--- config.mk ---
export PLATFORM = sky130hd
export DESIGN_NAME = barrel_shift_left_pipe
export DESIGN_NICKNAME = d
export VERILOG_FILES = /design/src/rtl/barrel_shift_left_pipe_pkg.sv /design/src/rtl/barrel_shift_left_pipe_shl_stage.sv /design/src/rtl/barrel_shift_left_pipe.sv
export SDC_FILE = /design/constraint.sdc
export NUM_CORES = 1
export LEC_CHECK = 0
export BUFFER_PORTS_ARGS = -buffer_cell sky130_fd_sc_hd__buf_2
export CORE_MARGIN = 4
export CORE_UTILIZATION = 35
export DETAILED_ROUTE_END_ITERATION = 12
export GPL_TIMING_DRIVEN = 0
export SYNTH_ARGS = -nofsm -noshare
export SYNTH_HDL_FRONTEND = slang
export SYNTH_SLANG_ARGS = --single-unit
--- constraint.sdc ---
create_clock -name clk -period 1.2 [get_ports clk]
set_input_delay 0 -clock clk [delete_from_list [all_inputs] [get_ports clk]]
set_output_delay 0 -clock clk [all_outputs]
set_load 0.03 [all_outputs]
--- src/rtl/barrel_shift_left_pipe_pkg.sv ---
// rtl/barrel_shift_left_pipe_pkg.sv - shared widths and stage-distance helper for the barrel shifters
package barrel_shift_left_pipe_pkg;

    localparam int WIDTH_DEFAULT  = 64;
    localparam int SAMT_W_DEFAULT = 5;

    // Stage k handles the most significant remaining shift-amount bit, so distances shrink down the pipe.
    function automatic int stage_dist(input int samt_w, input int k);
        return 1 << (samt_w - 1 - k);
    endfunction

endpackage

--- src/rtl/barrel_shift_left_pipe_shl_stage.sv ---
// rtl/barrel_shift_left_pipe_shl_stage.sv - one registered left-shift stage of fixed distance
module shl_stage
    import barrel_shift_left_pipe_pkg::*;
#(
    parameter int WIDTH  = WIDTH_DEFAULT,
    parameter int SAMT_W = SAMT_W_DEFAULT,
    parameter int DIST   = 1
) (
    input  logic              clk,
    input  logic              rst,
    input  logic              en,
    input  logic              prev_valid,
    input  logic [WIDTH-1:0]  prev_data,
    input  logic [SAMT_W-1:0] prev_samt,
    input  logic              prev_fill,
    output logic              valid,
    output logic [WIDTH-1:0]  data,
    output logic [SAMT_W-1:0] samt,
    output logic              fill
);

    localparam int SEL = $clog2(DIST);

    logic [WIDTH-1:0] shifted;

    always_comb begin
        shifted = prev_data;
        if (prev_samt[SEL]) begin
            shifted = {prev_data[WIDTH-1-DIST:0], {DIST{prev_fill}}};
        end
    end

    // Data moves even for bubbles; only the valid bit distinguishes them.
    always_ff @(posedge clk) begin
        if (rst) begin
            valid <= 1'b0;
            data  <= '0;
            samt  <= '0;
            fill  <= 1'b0;
        end else if (en) begin
            valid <= prev_valid;
            data  <= shifted;
            samt  <= prev_samt;
            fill  <= prev_fill;
        end
    end

endmodule

--- src/rtl/barrel_shift_left_pipe.sv ---
// rtl/barrel_shift_left_pipe.sv - pipelined left barrel shifter with selectable fill and valid/ready
module barrel_shift_left_pipe
    import barrel_shift_left_pipe_pkg::*;
#(
    parameter int WIDTH  = WIDTH_DEFAULT,
    parameter int SAMT_W = SAMT_W_DEFAULT
) (
    input  logic              clk,
    input  logic              rst,
    input  logic              in_valid,
    output logic              in_ready,
    input  logic [WIDTH-1:0]  D_in,
    input  logic [SAMT_W-1:0] samt,
    input  logic              fill,
    output logic              out_valid,
    input  logic              out_ready,
    output logic [WIDTH-1:0]  D_out
);

    // Index 0 is the input side; index k+1 is the register set of stage k.
    logic              v [SAMT_W+1];
    logic [WIDTH-1:0]  d [SAMT_W+1];
    logic [SAMT_W-1:0] s [SAMT_W+1];
    logic              f [SAMT_W+1];

    logic advance;
    logic unused_tail;

    assign advance  = !out_valid || out_ready;
    assign in_ready = advance;

    assign v[0] = in_valid;
    assign d[0] = D_in;
    assign s[0] = samt;
    assign f[0] = fill;

    for (genvar k = 0; k < SAMT_W; k++) begin : g_stage
        shl_stage #(
            .WIDTH  (WIDTH),
            .SAMT_W (SAMT_W),
            .DIST   (stage_dist(SAMT_W, k))
        ) u_stage (
            .clk        (clk),
            .rst        (rst),
            .en         (advance),
            .prev_valid (v[k]),
            .prev_data  (d[k]),
            .prev_samt  (s[k]),
            .prev_fill  (f[k]),
            .valid      (v[k+1]),
            .data       (d[k+1]),
            .samt       (s[k+1]),
            .fill       (f[k+1])
        );
    end

    assign out_valid = v[SAMT_W];
    assign D_out     = d[SAMT_W];

    // The last stage's shift amount and fill have no consumer.
    assign unused_tail = ^{s[SAMT_W], f[SAMT_W]};

endmodule

==> key figures <==
Global route
  • First-pass GRT wire length: ~72000 um
  • Met2 Use GR: 29.6%
  • M3 GR Usage: about 2.8%
  • Vias in the first global route: ~13000
  • Most Crowded Layer GR: met2
  • Met1 Use GR: 24.5%
  • Initial antenna violation count: 1
  • Gr usage total: around 18%
  • Grt ovf: 0
  • Pin count of the biggest net entering global routing: 14

Routing
  • Vias after detailed routing: between 10000 and 15000
  • Routed WL: around 46000 um
  • Vias/cell: just under 5
  • DR pass1 iterations: 5
  • DRT antenna net count: 0
  • Avg WL per Cell: between 15 and 20 um
  • DRT iter0 DRCs: 580
  • Drt drc: 0

Outcome
  • Status: complete, but fails checks
  • Violated checks: hold timing, setup timing

Worst setup path
  • Reg2Reg Setup Slack: -310 ps
  • Critical path class: flip-flop to output pin
  • Setup crit start: g_stage[4].u_stage.valid
  • Critical Path Source Type: flip-flop
  • CP max FO: 5
  • Critical R2R Launch: g_stage[4].u_stage.valid
  • Depth of the most critical reg-to-reg path: 6
  • Worst r2r dst: g_stage[4].u_stage.data[62]
  • Worst path arrival time: 1550 ps
  • Setup crit end kind: output pin
  • CP required: roughly 1200 ps

Logic synthesis
  • Area fraction in compound gates after synthesis: between 20 and 25%
  • Cell area after synthesis: ~0.016 mm^2
  • Yosys reg bits: ~340
  • Syn. warnings: 0
  • Post-Synth Adder-Cell Area: 0%
  • Mapped Cells: about 1600
  • Synth Area in XOR/XNOR: 0%
  • Post-Synth Simple-Gate Area: around a tenth
  • Largest family of logic cells by synthesized area: compound AO/OA/AOI/OAI gates
  • Syn_area_per_cell: between 10 and 15 um^2
  • Post-synthesis mux area share: approximately 18%
  • Yosys cell types: 17
  • Sequential fraction of the synthesis area: between 40% and 50%
  • Post-synthesis net count: around 1600

Pwr
  • Total Power: between 0.02 and 0.03 W
  • NetSw: approximately 0.0064 W
  • Sw Ratio: between 20% and 30%
  • Comb power frac: 10.1%
  • Power Internal: roughly 0.020 W
  • Reg power frac: 47.2%
  • Leakage power: just over 8 nW
  • Fraction of power consumed by the clock network: between 40% and 50%
  • Power density cells: approximately 1300 mW/mm^2
  • VDD IR max: 0.789 mV

STA
  • Hold Fails Final Rpt: 2
  • Fmax: about 650 MHz
  • Min Tclk post-route: roughly 1500 ps
  • Final worst path period share: 129%
  • Slew headroom: around two fifths
  • Worst hold margin: -6.25 ps
  • RSZ-0062 raised after global routing: yes
  • Clock skew: approximately 18 ps
  • Setup violators final: 340
  • Fin. max-slew vios: 0
  • Worst-Margin Slew: around 920 ps
  • Min setup slack post-route: -347 ps

Layout
  • Multi-input gate area: between 0.008 and 0.009 mm^2
  • Ant. Diodes: 0
  • # nets final: about 1900
  • Fill cells: 4355
  • Final Instance Area: 0.0202 mm^2
  • Sequential cell area: between 0.006 and 0.007 mm^2
  • Area growth syn-to-layout: 25.9%
  • Layout cell share with drive strength beyond 1: 32.7%

CTS
  • CTS tree: done
  • H-tree depth reported by CTS: 2
  • CTS buffer count: 37
  • CTS root buf: clkbuf_16
  • Clk Latency, worst-skew pair: between 500 and 600 ps
  • Sink Count: about 340
  • Clk buf depth: 3
  • Clock-pin slew on the worst setup and hold paths: roughly 60 ps

Die
  • Vert. Die Dim: around 220 um
  • Die Wd: approximately 220 um
  • Placement Rows: 78
  • # IOs: 140
  • Starting Density: 35.4%
  • Core ar.: around 0.045 mm^2
  • Die area: 0.0493 mm^2

Worst hold path
  • Min-delay src: out_ready
  • Hold Path Class: primary input to flip-flop
  • Hold EP: g_stage[0].u_stage.fill
  • Hold Path Cell Cnt: 5

Placement
  • Routability congestion estimate from global placement: between 0.8 and 0.9
  • Area after DPL: approximately 0.018 mm^2
  • Port-buffer cells: roughly 140
  • Hpwl dp: around 33000 um

Job
  • Max_cap viols: 0
## layout by cell type, fill, tap and decap left out
cell type,instances
dfxtp_1,338
nor2_1,302
mux2i_1,289
a211oi_2,211
buf_2,160
a211oi_1,107
buf_4,96
dlygate4sd3_1,95
clkbuf_1,42
clkbuf_16,39
nand2_1,37
nand2b_1,26
clkbuf_4,24
nor2_2,20
a21oi_1,19
buf_6,18
buf_8,15
clkbuf_8,8
buf_12,5
mux2i_2,5
buf_1,4
clkinv_2,4
inv_6,2
nor2b_4,1
inv_4,1
a21oi_4,1
a311oi_2,1
a311oi_1,1
bufinv_16,1
dfxtp_4,1
## cells in the mapped netlist
cell / count / share of area, %
a211oi_1: 118 / 5.5
a211oi_2: 200 / 16
a21oi_1: 20 / 0.62
a311oi_1: 2 / 0.11
buf_1: 6 / 0.14
buf_2: 73 / 2.3
buf_4: 89 / 4.2
buf_6: 4 / 0.28
clkbuf_1: 37 / 0.87
clkbuf_4: 2 / 0.094
dfxtp_1: 339 / 42
inv_2: 1 / 0.023
mux2i_1: 294 / 18
nand2_1: 37 / 0.87
nand2b_1: 26 / 1.0
nor2_1: 322 / 7.5
nor2b_4: 1 / 0.086
## registers in the layout, indices dropped and copies added, names as in the netlist
signal,cells
g_stage.u_stage.fill,4
g_stage.u_stage.valid,5
g_stage.u_stage.data,320
g_stage.u_stage.samt,10
## metal layers
layer | up-vias | share of wire (%) | wire (um)
met4 | 2 | 2.9 | 1310
met5 | - | 0.015 | 7
li1 | 6114 | - | -
met1 | 5820 | 47 | 21500
met2 | 284 | 46 | 20900
met3 | 77 | 4.2 | 1900
## logic make-up (layout without fill, tap and decap cells)
logic type | count (synthesis) | in the layout
buf+inv | 212 | 514
flops | 339 | 339
mux | 294 | 294
compound gates | 340 | 340
simple gates | 386 | 386
## worst max-delay path: stages (launching register included)
cell and delay [ps]:
dfxtp_4 350, nor2b_4 220, inv_4 70, buf_12 130, buf_8 110, buf_6 130
## power by group through the flow
stage	combinational [W]	clock, W	sequential (W)
2_1_floorplan	0.00166	0	0.0123
3_3_place_gp	0.00225	0	0.0125
3_5_place_dp	0.00227	0	0.0125
4_1_cts	0.00257	0.0113	0.0122
5_1_grt	0.00281	0.0117	0.0123
6_report	0.00262	0.0111	0.0122
## area by class of cell
class | instances | share of cell area (%)
clock buffer | 57 | 5.42
timing repair buffer | 238 | 8.36
inverter | 1 | 0.0310
clock inverter | 7 | 0.335
sequential | 339 | 33.7
buffer | 211 | 8.23
tap | 600 | 3.72
multi-input combinational | 1020 | 40.2
## how the worst max path moves through the flow
stage	endpoint	slack, ps	cells past startpoint
4_1_cts	in_ready	-370	5
6_report	in_ready	-350	5
2_1_floorplan	g_stage[0].u_stage.data[10]	-70	4
3_5_place_dp	g_stage[3].u_stage.data[2]	-490	6
3_3_place_gp	g_stage[3].u_stage.data[5]	-440	6
5_1_grt	in_ready	-400	5
## per-stage QoR
step / std cells / utilization, % / setup TNS [ps] / hold WS (ps) / setup WS, ps
after floorplan: 1571 / - / -14260 / 140 / -65.5
after global placement: 2309 / 39.1 / -99180 / 256 / -443
after detailed placement: 2309 / 39.1 / -103650 / 255 / -487
after CTS: 2471 / 44.1 / -86110 / -47.7 / -369
after global routing: 2473 / 44.5 / -101460 / 5.66 / -401
final: 2473 / 44.5 / -80390 / -6.25 / -347
## timing repair
action / CTS / global route
buffers inserted: 3 / 2
endpoints found under the hold margin: 76 / 0
gates cloned: 0 / 0
endpoints found under the setup margin: 341 / 364
resized for setup: 40 / 62
hold buffers: 95 / 0
pin swaps: 1 / 1
(Power assumes the default switching activity.)
